## config.mk

```make
export PLATFORM = sky130hd
export DESIGN_NAME = i2c_master_txn_seq
export DESIGN_NICKNAME = d
export VERILOG_FILES = /design/src/rtl/i2c_master_txn_seq_pkg.sv /design/src/rtl/i2c_master_txn_seq.sv
export VERILOG_INCLUDE_DIRS = /design/src /design/src/rtl
export SDC_FILE = /design/constraint.sdc
export NUM_CORES = 1
export LEC_CHECK = 0
export CAP_MARGIN = 20
export CORE_ASPECT_RATIO = 2
export CORE_MARGIN = 5
export CORE_UTILIZATION = 48
export CTS_BUF_LIST = sky130_fd_sc_hd__clkbuf_16
export DETAILED_ROUTE_END_ITERATION = 6
export PLACE_DENSITY_LB_ADDON = 0.3
export SLEW_MARGIN = 20
export SYNTH_ARGS = -nofsm -noshare
export SYNTH_HDL_FRONTEND = slang
export SYNTH_SLANG_ARGS = --single-unit
```

## constraint.sdc

```tcl
create_clock -name Clk -period 2.57 [get_ports Clk]
set_input_delay 0.514 -clock Clk [delete_from_list [all_inputs] [get_ports Clk]]
set_output_delay 0.514 -clock Clk [all_outputs]
set_load 0.02 [all_outputs]
```

## src/rtl/i2c_master_defines.v

```verilog
// Shared I2C master encodings: transaction-sequencer state codes and response error codes.
`ifndef I2C_MASTER_DEFINES_V
`define I2C_MASTER_DEFINES_V

`define I2C_ST_IDLE     3'd0
`define I2C_ST_ADDR_W   3'd1
`define I2C_ST_REG      3'd2
`define I2C_ST_WDATA    3'd3
`define I2C_ST_ADDR_R   3'd4
`define I2C_ST_RDATA    3'd5
`define I2C_ST_STOP_ERR 3'd6
`define I2C_ST_RESP     3'd7

`define I2C_ERR_OK      2'b00
`define I2C_ERR_NACK    2'b01
`define I2C_ERR_AL      2'b10

`endif

```

## src/rtl/i2c_master_txn_seq_pkg.sv

```systemverilog
// Types and per-state command decode for the I2C register-transaction sequencer.
package i2c_master_txn_seq_pkg;

`include "i2c_master_defines.v"

  typedef enum logic [2:0] {
    ST_IDLE     = `I2C_ST_IDLE,
    ST_ADDR_W   = `I2C_ST_ADDR_W,
    ST_REG      = `I2C_ST_REG,
    ST_WDATA    = `I2C_ST_WDATA,
    ST_ADDR_R   = `I2C_ST_ADDR_R,
    ST_RDATA    = `I2C_ST_RDATA,
    ST_STOP_ERR = `I2C_ST_STOP_ERR,
    ST_RESP     = `I2C_ST_RESP
  } state_t;

  localparam logic [1:0] ERR_OK   = `I2C_ERR_OK;
  localparam logic [1:0] ERR_NACK = `I2C_ERR_NACK;
  localparam logic [1:0] ERR_AL   = `I2C_ERR_AL;

  typedef struct packed {
    logic       start;
    logic       stop;
    logic       read;
    logic       write;
    logic       tx_ack;
    logic [7:0] txr;
  } cmd_t;

  // Command word the byte controller must see while a state is waiting for I2C_done.
  function automatic cmd_t state_cmd(input state_t st, input logic [6:0] slv,
                                     input logic [7:0] regad, input logic [7:0] wdata);
    cmd_t c;
    c = '0;
    case (st)
      ST_ADDR_W: begin
        c.start = 1'b1;
        c.write = 1'b1;
        c.txr   = {slv, 1'b0};
      end
      ST_REG: begin
        c.write = 1'b1;
        c.txr   = regad;
      end
      ST_WDATA: begin
        c.write = 1'b1;
        c.stop  = 1'b1;
        c.txr   = wdata;
      end
      ST_ADDR_R: begin
        c.start = 1'b1;
        c.write = 1'b1;
        c.txr   = {slv, 1'b1};
      end
      ST_RDATA: begin
        c.read   = 1'b1;
        c.stop   = 1'b1;
        c.tx_ack = 1'b1;
      end
      ST_STOP_ERR: c.stop = 1'b1;
      default: c = '0;
    endcase
    return c;
  endfunction

endpackage

```

## src/rtl/i2c_master_txn_seq.sv

```systemverilog
// Sequences one I2C register write or read through a byte controller and reports a one-cycle response.
// Optional address-NACK retry is built in when I2C_TXN_RETRY_EN is defined.
module i2c_master_txn_seq
  import i2c_master_txn_seq_pkg::*;
#(
  parameter int unsigned MAX_RETRY = 2
) (
  input  logic       Clk,
  input  logic       Rst_n,
  input  logic       Req_valid,
  output logic       Req_ready,
  input  logic       Req_rw,
  input  logic [6:0] Req_slv,
  input  logic [7:0] Req_reg,
  input  logic [7:0] Req_wdata,
  output logic       Rsp_valid,
  output logic [1:0] Rsp_err,
  output logic [7:0] Rsp_rdata,
  output logic       Start,
  output logic       Stop,
  output logic       Read,
  output logic       Write,
  output logic       Tx_ack,
  output logic [7:0] Txr,
  input  logic [7:0] Rxr,
  input  logic       I2C_done,
  input  logic       Rx_ack,
  input  logic       I2C_al,
  output logic       Busy
);

  state_t     state_q, state_d;
  cmd_t       cmd_q, cmd_d;
  logic [1:0] err_q, err_d;
  logic [7:0] rdata_q, rdata_d;
  logic       rw_q;
  logic [6:0] slv_q;
  logic [7:0] regad_q, wdata_q;
  logic       accept;
  logic       do_retry;

  assign accept = Req_valid && (state_q == ST_IDLE);

`ifdef I2C_TXN_RETRY_EN
  localparam logic [1:0] RETRY_LIM = MAX_RETRY[1:0];

  logic [1:0] retry_q, retry_d;
  logic       addr_nack_q, addr_nack_d;

  // Only a NACK on the first address byte is worth retrying.
  assign do_retry = addr_nack_q && (retry_q < RETRY_LIM);

  always_ff @(posedge Clk or negedge Rst_n) begin
    if (!Rst_n) begin
      retry_q     <= 2'd0;
      addr_nack_q <= 1'b0;
    end else begin
      retry_q     <= retry_d;
      addr_nack_q <= addr_nack_d;
    end
  end
`else
  logic unused_max_retry;
  assign unused_max_retry = ^MAX_RETRY;
  assign do_retry         = 1'b0;
`endif

  always_ff @(posedge Clk or negedge Rst_n) begin
    if (!Rst_n) begin
      state_q <= ST_IDLE;
      cmd_q   <= '0;
      err_q   <= ERR_OK;
      rdata_q <= 8'h00;
      rw_q    <= 1'b0;
      slv_q   <= 7'h00;
      regad_q <= 8'h00;
      wdata_q <= 8'h00;
    end else begin
      state_q <= state_d;
      cmd_q   <= cmd_d;
      err_q   <= err_d;
      rdata_q <= rdata_d;
      if (accept) begin
        rw_q    <= Req_rw;
        slv_q   <= Req_slv;
        regad_q <= Req_reg;
        wdata_q <= Req_wdata;
      end
    end
  end

  always_comb begin
    state_d = state_q;
    err_d   = err_q;
    rdata_d = rdata_q;
`ifdef I2C_TXN_RETRY_EN
    retry_d     = retry_q;
    addr_nack_d = addr_nack_q;
`endif
    case (state_q)
      ST_IDLE: begin
        if (accept) begin
          state_d = ST_ADDR_W;
`ifdef I2C_TXN_RETRY_EN
          retry_d = 2'd0;
`endif
        end
      end
      ST_ADDR_W: if (I2C_done) state_d = Rx_ack ? ST_STOP_ERR : ST_REG;
      ST_REG: begin
        if (I2C_done) begin
          if (Rx_ack)    state_d = ST_STOP_ERR;
          else if (rw_q) state_d = ST_ADDR_R;
          else           state_d = ST_WDATA;
        end
      end
      ST_WDATA: begin
        if (I2C_done) begin
          state_d = ST_RESP;
          err_d   = Rx_ack ? ERR_NACK : ERR_OK;
          rdata_d = 8'h00;
        end
      end
      ST_ADDR_R: if (I2C_done) state_d = Rx_ack ? ST_STOP_ERR : ST_RDATA;
      ST_RDATA: begin
        if (I2C_done) begin
          state_d = ST_RESP;
          err_d   = ERR_OK;
          rdata_d = Rxr;
        end
      end
      ST_STOP_ERR: begin
        if (I2C_done) begin
          if (do_retry) begin
            state_d = ST_ADDR_W;
`ifdef I2C_TXN_RETRY_EN
            retry_d = retry_q + 2'd1;
`endif
          end else begin
            state_d = ST_RESP;
            err_d   = ERR_NACK;
            rdata_d = 8'h00;
          end
        end
      end
      ST_RESP: state_d = ST_IDLE;
      default: state_d = ST_IDLE;
    endcase

    // Lost arbitration abandons the bus silently: no Stop, straight to the response.
    if (I2C_al && (state_q != ST_IDLE) && (state_q != ST_RESP)) begin
      state_d = ST_RESP;
      err_d   = ERR_AL;
      rdata_d = 8'h00;
    end

`ifdef I2C_TXN_RETRY_EN
    if ((state_d == ST_STOP_ERR) && (state_q != ST_STOP_ERR))
      addr_nack_d = (state_q == ST_ADDR_W);
`endif

    // Commands drop the cycle after any state change and reload one cycle later.
    cmd_d = (state_d == state_q) ? state_cmd(state_q, slv_q, regad_q, wdata_q) : '0;
  end

  assign Start     = cmd_q.start;
  assign Stop      = cmd_q.stop;
  assign Read      = cmd_q.read;
  assign Write     = cmd_q.write;
  assign Tx_ack    = cmd_q.tx_ack;
  assign Txr       = cmd_q.txr;
  assign Req_ready = (state_q == ST_IDLE);
  assign Busy      = ~Req_ready;
  assign Rsp_valid = (state_q == ST_RESP);
  assign Rsp_err   = err_q;
  assign Rsp_rdata = rdata_q;

endmodule

```

Word level (Yosys, flattened, before mapping)
Cells that the tools add are included.
{"block": "word_totals", "out_inout_bits": 26, "wordCells": 67, "register_bits": 50, "inputBits": 38}
{"block": "classes", "bitwise": 1, "n_eq_ne": 13, "muxes": 27, "n_reduce_logical": 13}
{"op": "one-hot mux 8 bit (4 select lines)", "count": 1}
{"op": "2-to-1 mux 3 bit", "count": 9}
{"op": "2-to-1 mux 8 bit", "count": 3}
{"op": "one-hot mux 3 bit (6 select lines)", "count": 1}
{"op": "one-hot mux 8 bit (2 select lines)", "count": 1}
{"op": "2-to-1 mux 13 bit", "count": 1}
{"op": "== test 3 bit (second input constant)", "count": 4}
{"op": "!= test 3 bit (second input constant)", "count": 4}
{"op": "2-to-1 mux 2 bit", "count": 5}
{"op": "== test 3 x 2 -> 1 bit (second input constant)", "count": 2}
{"op": "one-hot mux 2 bit (3 select lines)", "count": 1}
{"op": "nonzero test 3 bit", "count": 2}
{"op": "2-to-1 mux 1 bit", "count": 5}
{"op": "AND reduction 4 bit", "count": 1}
{"op": "nonzero test 4 bit", "count": 1}
{"op": "OR reduction 2 bit", "count": 2}
{"op": "OR reduction 4 bit", "count": 1}
{"op": "== test 3 x 1 -> 1 bit (second input constant)", "count": 1}
{"op": "== test 3 bit", "count": 1}
{"op": "logical AND 1 bit", "count": 3}
{"op": "logical NOT 3 bit", "count": 1}
{"op": "!= test 3 x 1 -> 1 bit (second input constant)", "count": 1}
{"op": "AND reduction 3 bit", "count": 1}
{"op": "OR reduction 3 bit", "count": 1}
{"op": "NOT 1 bit", "count": 1}

Logic depth before layout (Yosys ltp)
Gate-level depths: netlist of the first run.
{"block": "depth", "ltp_word": 7, "depth_mapped": 9, "mapped_depth_nobuf": 7}

Worst setup path after synthesis of the first run
OpenSTA, ideal clock, no wires.
{"block": "synth_path", "kind": "register -> register", "from": "register state_q[0]", "to": "register err_q[0], in the netlist Rsp_err[0]", "arrival_time_ns": 2.171, "path_stages_with_launch": 10, "synth_period_minus_slack_ns": 2.292, "path_slack_ns": 0.278, "required_time_ns": 2.449, "path_buffers": 2, "setup_time_ns": 0.121, "path_cell_list": "dfrtp_1 > buf_2 > or3_4 > inv_2 > nor3_1 > nor2_1 > a2bb2o_4 > or2_1 > buf_6 > a22o_1"}
{"block": "synth_via", "elab_chain_len": 5, "word_cells_on_any_way": 14, "cone_classes": "eq/ne: 7; mux: 2; reduce/logical: 5"}
{"item": "from (decl)", "line": "i2c_master_txn_seq.sv:32", "text": "state_t state_q, state_d;"}
{"item": "from (signal assigned)", "line": "i2c_master_txn_seq.sv:79", "text": "state_q <= state_d;"}
{"item": "nonzero test 3 bit", "line": "i2c_master_txn_seq.sv:151", "text": "if (I2C_al && (state_q != ST_IDLE) && (state_q != ST_RESP)) begin"}
{"item": "logical AND 1 bit (2 in a row)", "line": "i2c_master_txn_seq.sv:151"}
{"item": "!= test 3 bit (no line) / nonzero test 4 bit (equally long branches)"}
{"item": "AND reduction 4 bit (no line)"}
{"item": "to (signal assigned)", "line": "i2c_master_txn_seq.sv:81", "text": "err_q <= err_d;"}
{"item": "to (decl)", "line": "i2c_master_txn_seq.sv:34", "text": "logic [1:0] err_q, err_d;"}
Parallel ways exist; a longest one is shown, timed or not.
A chain may end at the register's enable or synchronous reset.

Worst setup path in the final report of the first run
{"block": "layout_path", "from": "register state_q[0]", "to": "output Req_ready"}
{"block": "layout_via", "elab_chain_len": 1}
{"item": "logical NOT 3 bit", "line": "i2c_master_txn_seq.sv:172", "text": "assign Req_ready = (state_q == ST_IDLE);"}
{"item": "to (decl)", "line": "i2c_master_txn_seq.sv:11", "text": "output logic Req_ready,"}
Every way passes these cells.

==> results of run 1 <==
-- how the worst max path moves through the flow --
| stage | end | slack [ns] |
|---|---|---|
| global route | Txr[4] | 0.02 |
| global placement | Txr[4] | -0.06 |
| detailed placement | Rsp_rdata[4] | -0.11 |
| CTS | Req_ready | 0.05 |
| floorplan | Rsp_err[0] | 0.28 |
| finish | Req_ready | 0.13 |
-- Yosys cell counts, types with 2 or more instances --
cell type | number | area, µm²
sky130_fd_sc_hd__a31o_2 | 2 | 17.5
sky130_fd_sc_hd__nand3_1 | 6 | 30.0
sky130_fd_sc_hd__mux2i_1 | 8 | 80.1
sky130_fd_sc_hd__dfrtp_1 | 49 | 1230
sky130_fd_sc_hd__inv_1 | 2 | 7.51
sky130_fd_sc_hd__buf_6 | 3 | 33.8
sky130_fd_sc_hd__mux2_2 | 24 | 270
sky130_fd_sc_hd__nor2_1 | 35 | 131
sky130_fd_sc_hd__o21ai_0 | 9 | 45.0
sky130_fd_sc_hd__buf_1 | 4 | 15.0
sky130_fd_sc_hd__a22o_1 | 8 | 70.1
sky130_fd_sc_hd__nor3_1 | 2 | 10.0
sky130_fd_sc_hd__clkbuf_1 | 6 | 22.5
sky130_fd_sc_hd__inv_2 | 2 | 7.51
sky130_fd_sc_hd__nor2b_1 | 3 | 18.8
sky130_fd_sc_hd__buf_2 | 2 | 10.0
sky130_fd_sc_hd__nand2_1 | 12 | 45.0
sky130_fd_sc_hd__and2_1 | 2 | 12.5
sky130_fd_sc_hd__a32oi_1 | 2 | 17.5
sky130_fd_sc_hd__a21oi_1 | 20 | 100
-- cells by family (layout without fill, tap and decap cells) --
family                 count (synthesis)  in the layout  synth area share
and+or+nand+nor                       69             69             0.140
AOI/OAI and AO/OA                     53             53             0.165
DFF                                   49             49             0.507
buffers and inverters                 20             96            0.0429
muxes                                 32             32             0.145
-- layer usage --
layer	share of wire	global-route usage	vias up	routed length, µm
met1	0.33	0.198	931	2020
met5	0	0	-	0
li1	-	-	940	-
met3	0.046	0.0373	25	281
met2	0.58	0.370	64	3570
met4	0.046	0.116	0	281
-- placed cells by master, fill, tap and decap left out, types with 2 or more instances in the layout --
cell	netlist	routed
sky130_fd_sc_hd__buf_4	1	21
sky130_fd_sc_hd__nor2_1	35	35
sky130_fd_sc_hd__mux2i_1	8	8
sky130_fd_sc_hd__clkdlybuf4s50_1	0	62
sky130_fd_sc_hd__a21oi_1	20	20
sky130_fd_sc_hd__nor3_1	2	2
sky130_fd_sc_hd__o21ai_0	9	9
sky130_fd_sc_hd__inv_1	2	4
sky130_fd_sc_hd__mux2_2	24	24
sky130_fd_sc_hd__clkbuf_16	0	5
sky130_fd_sc_hd__nand2_1	12	12
sky130_fd_sc_hd__a31o_2	2	2
sky130_fd_sc_hd__a22o_1	8	8
sky130_fd_sc_hd__a32oi_1	2	2
sky130_fd_sc_hd__nand3_1	6	6
sky130_fd_sc_hd__and2_1	2	2
sky130_fd_sc_hd__inv_2	2	2
sky130_fd_sc_hd__dfrtp_1	49	48
sky130_fd_sc_hd__nor2b_1	3	3
-- area by class of cell --
| class | instances | area share |
|---|---|---|
| timing repair buffer | 84 | 0.236 |
| clock inverter | 3 | 0.00451 |
| tap | 57 | 0.0214 |
| clock buffer | 5 | 0.0376 |
| inverter | 4 | 0.00451 |
| multi-input combinational | 154 | 0.327 |
| sequential | 49 | 0.369 |
-- state kept, by name, summed over array words and instances, names as in the netlist --
| signal | cells |
|---|---|
| Read | 1 |
| Rsp_err | 2 |
| Rsp_rdata | 8 |
| Start | 1 |
| Stop | 1 |
| Txr | 8 |
| Write | 1 |
| regad_q | 8 |
| rw_q | 1 |
| slv_q | 7 |
| state_q | 3 |
| wdata_q | 8 |
-- stage by stage --
step / utilization / instance area (µm²) / setup TNS [ns] / power, mW / instances
after floorplan: - / 2420 / 0 / 2.55 / 223
after global placement: 0.655 / 3180 / -0.756 / 3.19 / 348
after detailed placement: 0.655 / 3180 / -1.39 / 3.24 / 348
after CTS: 0.683 / 3320 / 0 / 3.90 / 356
after global routing: 0.684 / 3330 / 0 / 4.12 / 356
final: 0.684 / 3330 / 0 / 3.88 / 356
-- what timing repair did --
item | 4_1_cts | 5_1_grt
hold buffers | 0 | 0
setup buffers | 0 | 0
setup endpoints to repair | 0 | 1
gates resized for setup | 0 | 1
-- power by group through the flow --
| stage | clock network [mW] | logic, mW | registers [mW] |
|---|---|---|---|
| after floorplan | 0 | 1.24 | 1.31 |
| after global placement | 0 | 1.88 | 1.32 |
| after detailed placement | 0 | 1.92 | 1.32 |
| after CTS | 0.636 | 1.95 | 1.31 |
| after global routing | 0.667 | 2.10 | 1.36 |
| final | 0.624 | 1.93 | 1.32 |
-- critical path: stages (launching register included) --
cell	delay [ns]
sky130_fd_sc_hd__dfrtp_1	0.54
sky130_fd_sc_hd__or3_4	0.44
sky130_fd_sc_hd__inv_2	0.07
sky130_fd_sc_hd__clkdlybuf4s50_1	0.59
==> reports/results.tsv, run 1 <==
stage	metric	value	unit
run_status	status	finished, final reports clean	
critical_path	timing.critical_path.from_type	flip-flop	
global_routing	grt.total_usage	0.200	
logic_synthesis	synth_async_sr_flop_share	1.00	
power_and_ir_drop	power.static_leakage	1.47	nW
timing	worst_hold_margin	0.320	ns
layout	multi_input_area	1090	µm²
logic_synthesis	number_of_enable_flip_flop_cells_after_synthesis	0	
placed_design	gp_routability_congestion	0.860	
job	cap_violations	0	
logic_synthesis	synth_sequential_area_ratio	0.507	
clock_tree	cts-htree-levels	2	
clock_tree	clk_pin_slew	0.06	ns
placed_design	hpwl	4540	µm
floorplanning	i_o_pin_total	64	
timing	post-route-min-period	2.44	ns
layout	nFillCells	381	
global_routing	antenna_found_initial	0	
floorplanning	floorplan.die_area	6640	µm²
routing	drt_pass1_iterations	4	
logic_synthesis	ys_seq_elements	49	
power_and_ir_drop	power_switching_share	0.389	
clock_tree	cts.root.buffer_cell	sky130_fd_sc_hd__clkbuf_16	
floorplanning	initial_utilization	0.497	
floorplanning	chipHeight	110	µm
timing	rsz0062_at_grt	false	
critical_path	worst-endpoint-required	2.06	ns
clock_tree	numCtsBuffers	5	
timing	fin_skew	0.00596	ns
placed_design	port_buffers	63	
timing	max_slew_violation_count	0	
logic_synthesis	postSynth.topFlopCell	sky130_fd_sc_hd__dfrtp_1	
power_and_ir_drop	comb_power_share	0.499	
critical_path	critical_path_source	state_q[0]	
timing	hold_viol_final	0	
floorplanning	fp-row-count	36	
floorplanning	core_area	4860	µm²
critical_path	worst-endpoint-arrival	1.93	ns
critical_path	worst_r2r_endpoint	Txr[4]	
clock_tree	tritoncts	yes	
clock_tree	numClockSinks	49	
layout	flow.area_growth_from_synthesis	37.5	%
critical_path	reg2reg_depth	8	
min_path	min_path_type	primary input to async pin	
power_and_ir_drop	vdd.ir_drop.worst	1.06	mV
global_routing	grt_max_degree	50	
logic_synthesis	post_synth_num_cell_types	42	
critical_path	setup.worst_path.end_class	output pin	
floorplanning	fp.dieW	60.2	µm
layout	final_net_count	336	
power_and_ir_drop	share_clk_of_total_power	0.161	
placed_design	placement.setup.worst_slack	-0.107	ns
routing	finalWirelength	6150	µm
routing	drt_first_iter_violations	50	
global_routing	globalRouteOverflowTotal	0	
routing	route.vias.total	1960	
critical_path	critical_path_class	flip-flop to output pin	
critical_path	crit_fanout	12	
timing	final-setup-viol-count	0	
power_and_ir_drop	seqPwrFrac	0.340	
routing	remaining_drc_errors	0	
layout	diodes	0	
routing	vias_per_cell	5.51	
critical_path	rr_startpoint	state_q[1]	
routing	avgRoutedWirePerCell	17.3	µm
power_and_ir_drop	power_per_cell_area	1170	nW/µm²
clock_tree	clk_latency	0.28	ns
logic_synthesis	yosys_warns	0	
routing	drt.antenna.violating_nets	0	
timing	post-route-period-util	0.951	
logic_synthesis	synthesis.area	2420	µm²
layout	drive_gt1_frac	0.217	
timing	worst_slack	0.127	ns
logic_synthesis	post_synth.cell_area_avg	10.8	µm²
critical_path	ff2ff_setup_slack	0.19	ns
timing	timing_worst_slew_pin_value	0.612	ns
timing	maxClockFrequency	409	MHz
power_and_ir_drop	power.switching	1.51	mW
logic_synthesis	syn_nets	261	
timing	max-slew-margin-rel	0.592	
global_routing	grt_pass1_vias	2020	
logic_synthesis	syn-instance-count	223	
power_and_ir_drop	power.internal	2.37	mW
clock_tree	ctsLongestPathBuffers	2	
layout	storage_cell_area	1230	µm²
global_routing	grt_first_pass_wirelength	9750	µm
Power figures use the tool's default switching activity.
==> run 2, diff against run 1 <==
RECOVER_POWER = 50   (was not set)
==> reports/results.tsv, run 2 (synthesis results as in run 1) <==
stage	metric	value	unit
run_status	status	finished, final reports clean	
min_path	min_path_type	flip-flop to flip-flop	
global_routing	grt_max_degree	50	
routing	drt.antenna.violating_nets	0	
timing	final-setup-viol-count	0	
critical_path	critical_path.top_delay_family	buffers and inverters	
timing	post-route-period-util	0.951	
routing	vias_per_cell	5.49	
floorplanning	fp.dieW	60.2	µm
clock_tree	cts-htree-levels	2	
timing	timing_worst_slew_pin_value	1.19	ns
floorplanning	i_o_pin_total	64	
routing	met3RoutedLength	283	µm
routing	route.vias.total	1955	
timing	hold_viol_final	0	
clock_tree	ctsLongestPathBuffers	2	
timing	fin_skew	0.00595	ns
global_routing	globalRouteOverflowTotal	0	
layout	drive_gt1_frac	0.214	
floorplanning	chipHeight	110	µm
routing	dr.max_layer_used	met4	
floorplanning	initial_utilization	0.497	
clock_tree	clk_latency	0.28	ns
global_routing	grt.total_usage	0.200	
routing	wl_met2	3570	µm
layout	final_net_count	336	
critical_path	critical_path_class	flip-flop to output pin	
timing	worst_hold_margin	0.499	ns
floorplanning	floorplan.die_area	6640	µm²
critical_path	slowest_delay	0.59	ns
floorplanning	core_area	4860	µm²
layout	diodes	0	
timing	maxClockFrequency	409	MHz
timing	max-slew-margin-rel	0.207	
placed_design	hpwl	4540	µm
layout	multi_input_area	1090	µm²
critical_path	critical_path.n_buffers_inverters	2	
timing	rsz0062_at_grt	false	
critical_path	worst-endpoint-arrival	1.93	ns
clock_tree	cts.root.buffer_cell	sky130_fd_sc_hd__clkbuf_16	
timing	max_slew_violation_count	0	
layout	storage_cell_area	1230	µm²
layout	flow.area_growth_from_synthesis	37.2	%
placed_design	post_dp_cell_area	3180	µm²
timing	post-route-min-period	2.44	ns
clock_tree	numCtsBuffers	5	
layout	nFillCells	384	
placed_design	port_buffers	63	
layout	layout.cells.most_common_list	sky130_fd_sc_hd__clkdlybuf4s50_1 (52), sky130_fd_sc_hd__dfrtp_1 (48), sky130_fd_sc_hd__nor2_1 (35)	
power_and_ir_drop	vdd.ir_drop.worst	1.06	mV
job	cap_violations	0	
critical_path	timing.critical_path.from_type	flip-flop	
clock_tree	hold_buffer_count_at_cts	0	
global_routing	antenna_found_initial	0	
layout	final_design_area_no_fill	3320	µm²
clock_tree	numClockSinks	49	
floorplanning	fp-row-count	36	
routing	remaining_drc_errors	0	
placed_design	gp_routability_congestion	0.860	
global_routing	grt_pass1_vias	2020	
routing	avgRoutedWirePerCell	17.3	µm
power_and_ir_drop	power_per_cell_area	1160	nW/µm²
routing	finalWirelength	6140	µm
routing	drt_first_iter_violations	49	
critical_path	crit_chain	or3_4 -> inv_2 -> clkdlybuf4s50_1	
critical_path	slowest_stage	sky130_fd_sc_hd__clkdlybuf4s50_1	
global_routing	grt_first_pass_wirelength	9750	µm
layout	layout.core_utilization	0.682	
power_and_ir_drop	power.static_leakage	1.50	nW
clock_tree	tritoncts	yes	
critical_path	crit_fanout	12	
routing	route.layer.met1.wl	2010	µm
critical_path	worst-endpoint-required	2.06	ns
critical_path	setup.worst_path.end_class	output pin	
clock_tree	clk_pin_slew	0.06	ns
routing	drt_pass1_iterations	4	
layout	layout_commonest_cell	sky130_fd_sc_hd__clkdlybuf4s50_1	
==> run 2: changes by cell type in the layout (fill, tap and decap cells not counted), sizes merged <==
cell | before | now
clkdlybuf4s50 | 62 | 52
dlygate4sd3 | 0 | 10
buf | 22 | 20
clkbuf | 5 | 7
==> run 2: metal layers <==
| metal | track usage | vias up |
|---|---|---|
| met5 | 0 | - |
| met4 | 0.116 | 0 |
| met3 | 0.0373 | 23 |
| met2 | 0.370 | 63 |
| met1 | 0.198 | 928 |
| li1 | - | 941 |
==> run 2: area by class of cell <==
class                   instances  share of cell area
well taps                      57              0.0215
multi-input cells             154               0.328
clock buffers                   5              0.0377
clock inverters                 3             0.00452
inverters                       4             0.00452
repair buffers                 84               0.234
flip-flops and latches         49               0.370
==> run 2: where the power goes <==
part / switching [mW] / internal, mW
logic: 0.979 / 0.934
registers: 0.256 / 1.06
clock network: 0.270 / 0.354
==> run 2: worst paths after layout <==
check / to / cells after the start / startpoint / slack [ns]
min in group asynchronous: Txr[7] / 2 / Rst_n / 0.55
worst max register to register: Txr[4] / 8 / state_q[1] / 0.18
worst min register to register: Rsp_rdata[2] / 1 / Rsp_rdata[2] / 0.50
worst min-delay path: Rsp_rdata[2] / 1 / Rsp_rdata[2] / 0.50
worst max-delay path: Req_ready / 3 / state_q[0] / 0.13
max in group asynchronous: state_q[2] / 2 / Rst_n / 1.24
==> run 2: worst reg2reg max path: cells and delay by family (launching register included) <==
kind | cells | cell delay [ns]
and+or+nand+nor | 4 | 0.78
buffers and inverters | 2 | 0.41
AOI/OAI and AO/OA | 2 | 0.49
DFF | 1 | 0.64
==> run 2: per-stage QoR <==
step	total power, mW	std cells	setup WS, ns	setup TNS [ns]
floorplan	2.55	223	0.278	0
global placement	3.19	348	-0.0605	-0.756
CTS	3.90	356	0.0482	0
detailed placement	3.24	348	-0.107	-1.39
global route	4.10	356	0.0196	0
finish	3.85	356	0.127	0
==> run 2: timing repair <==
item	4_1_cts	5_1_grt
gates resized for setup	0	1
endpoints found under the setup margin	0	1
setup buffers	0	0
==> run 3, diff against run 2 <==
CTS_CLUSTER_DIAMETER = 40   (was not set)
==> results of run 3 <==
No change in the layout: final DEF, timing and power equal those of run 2.
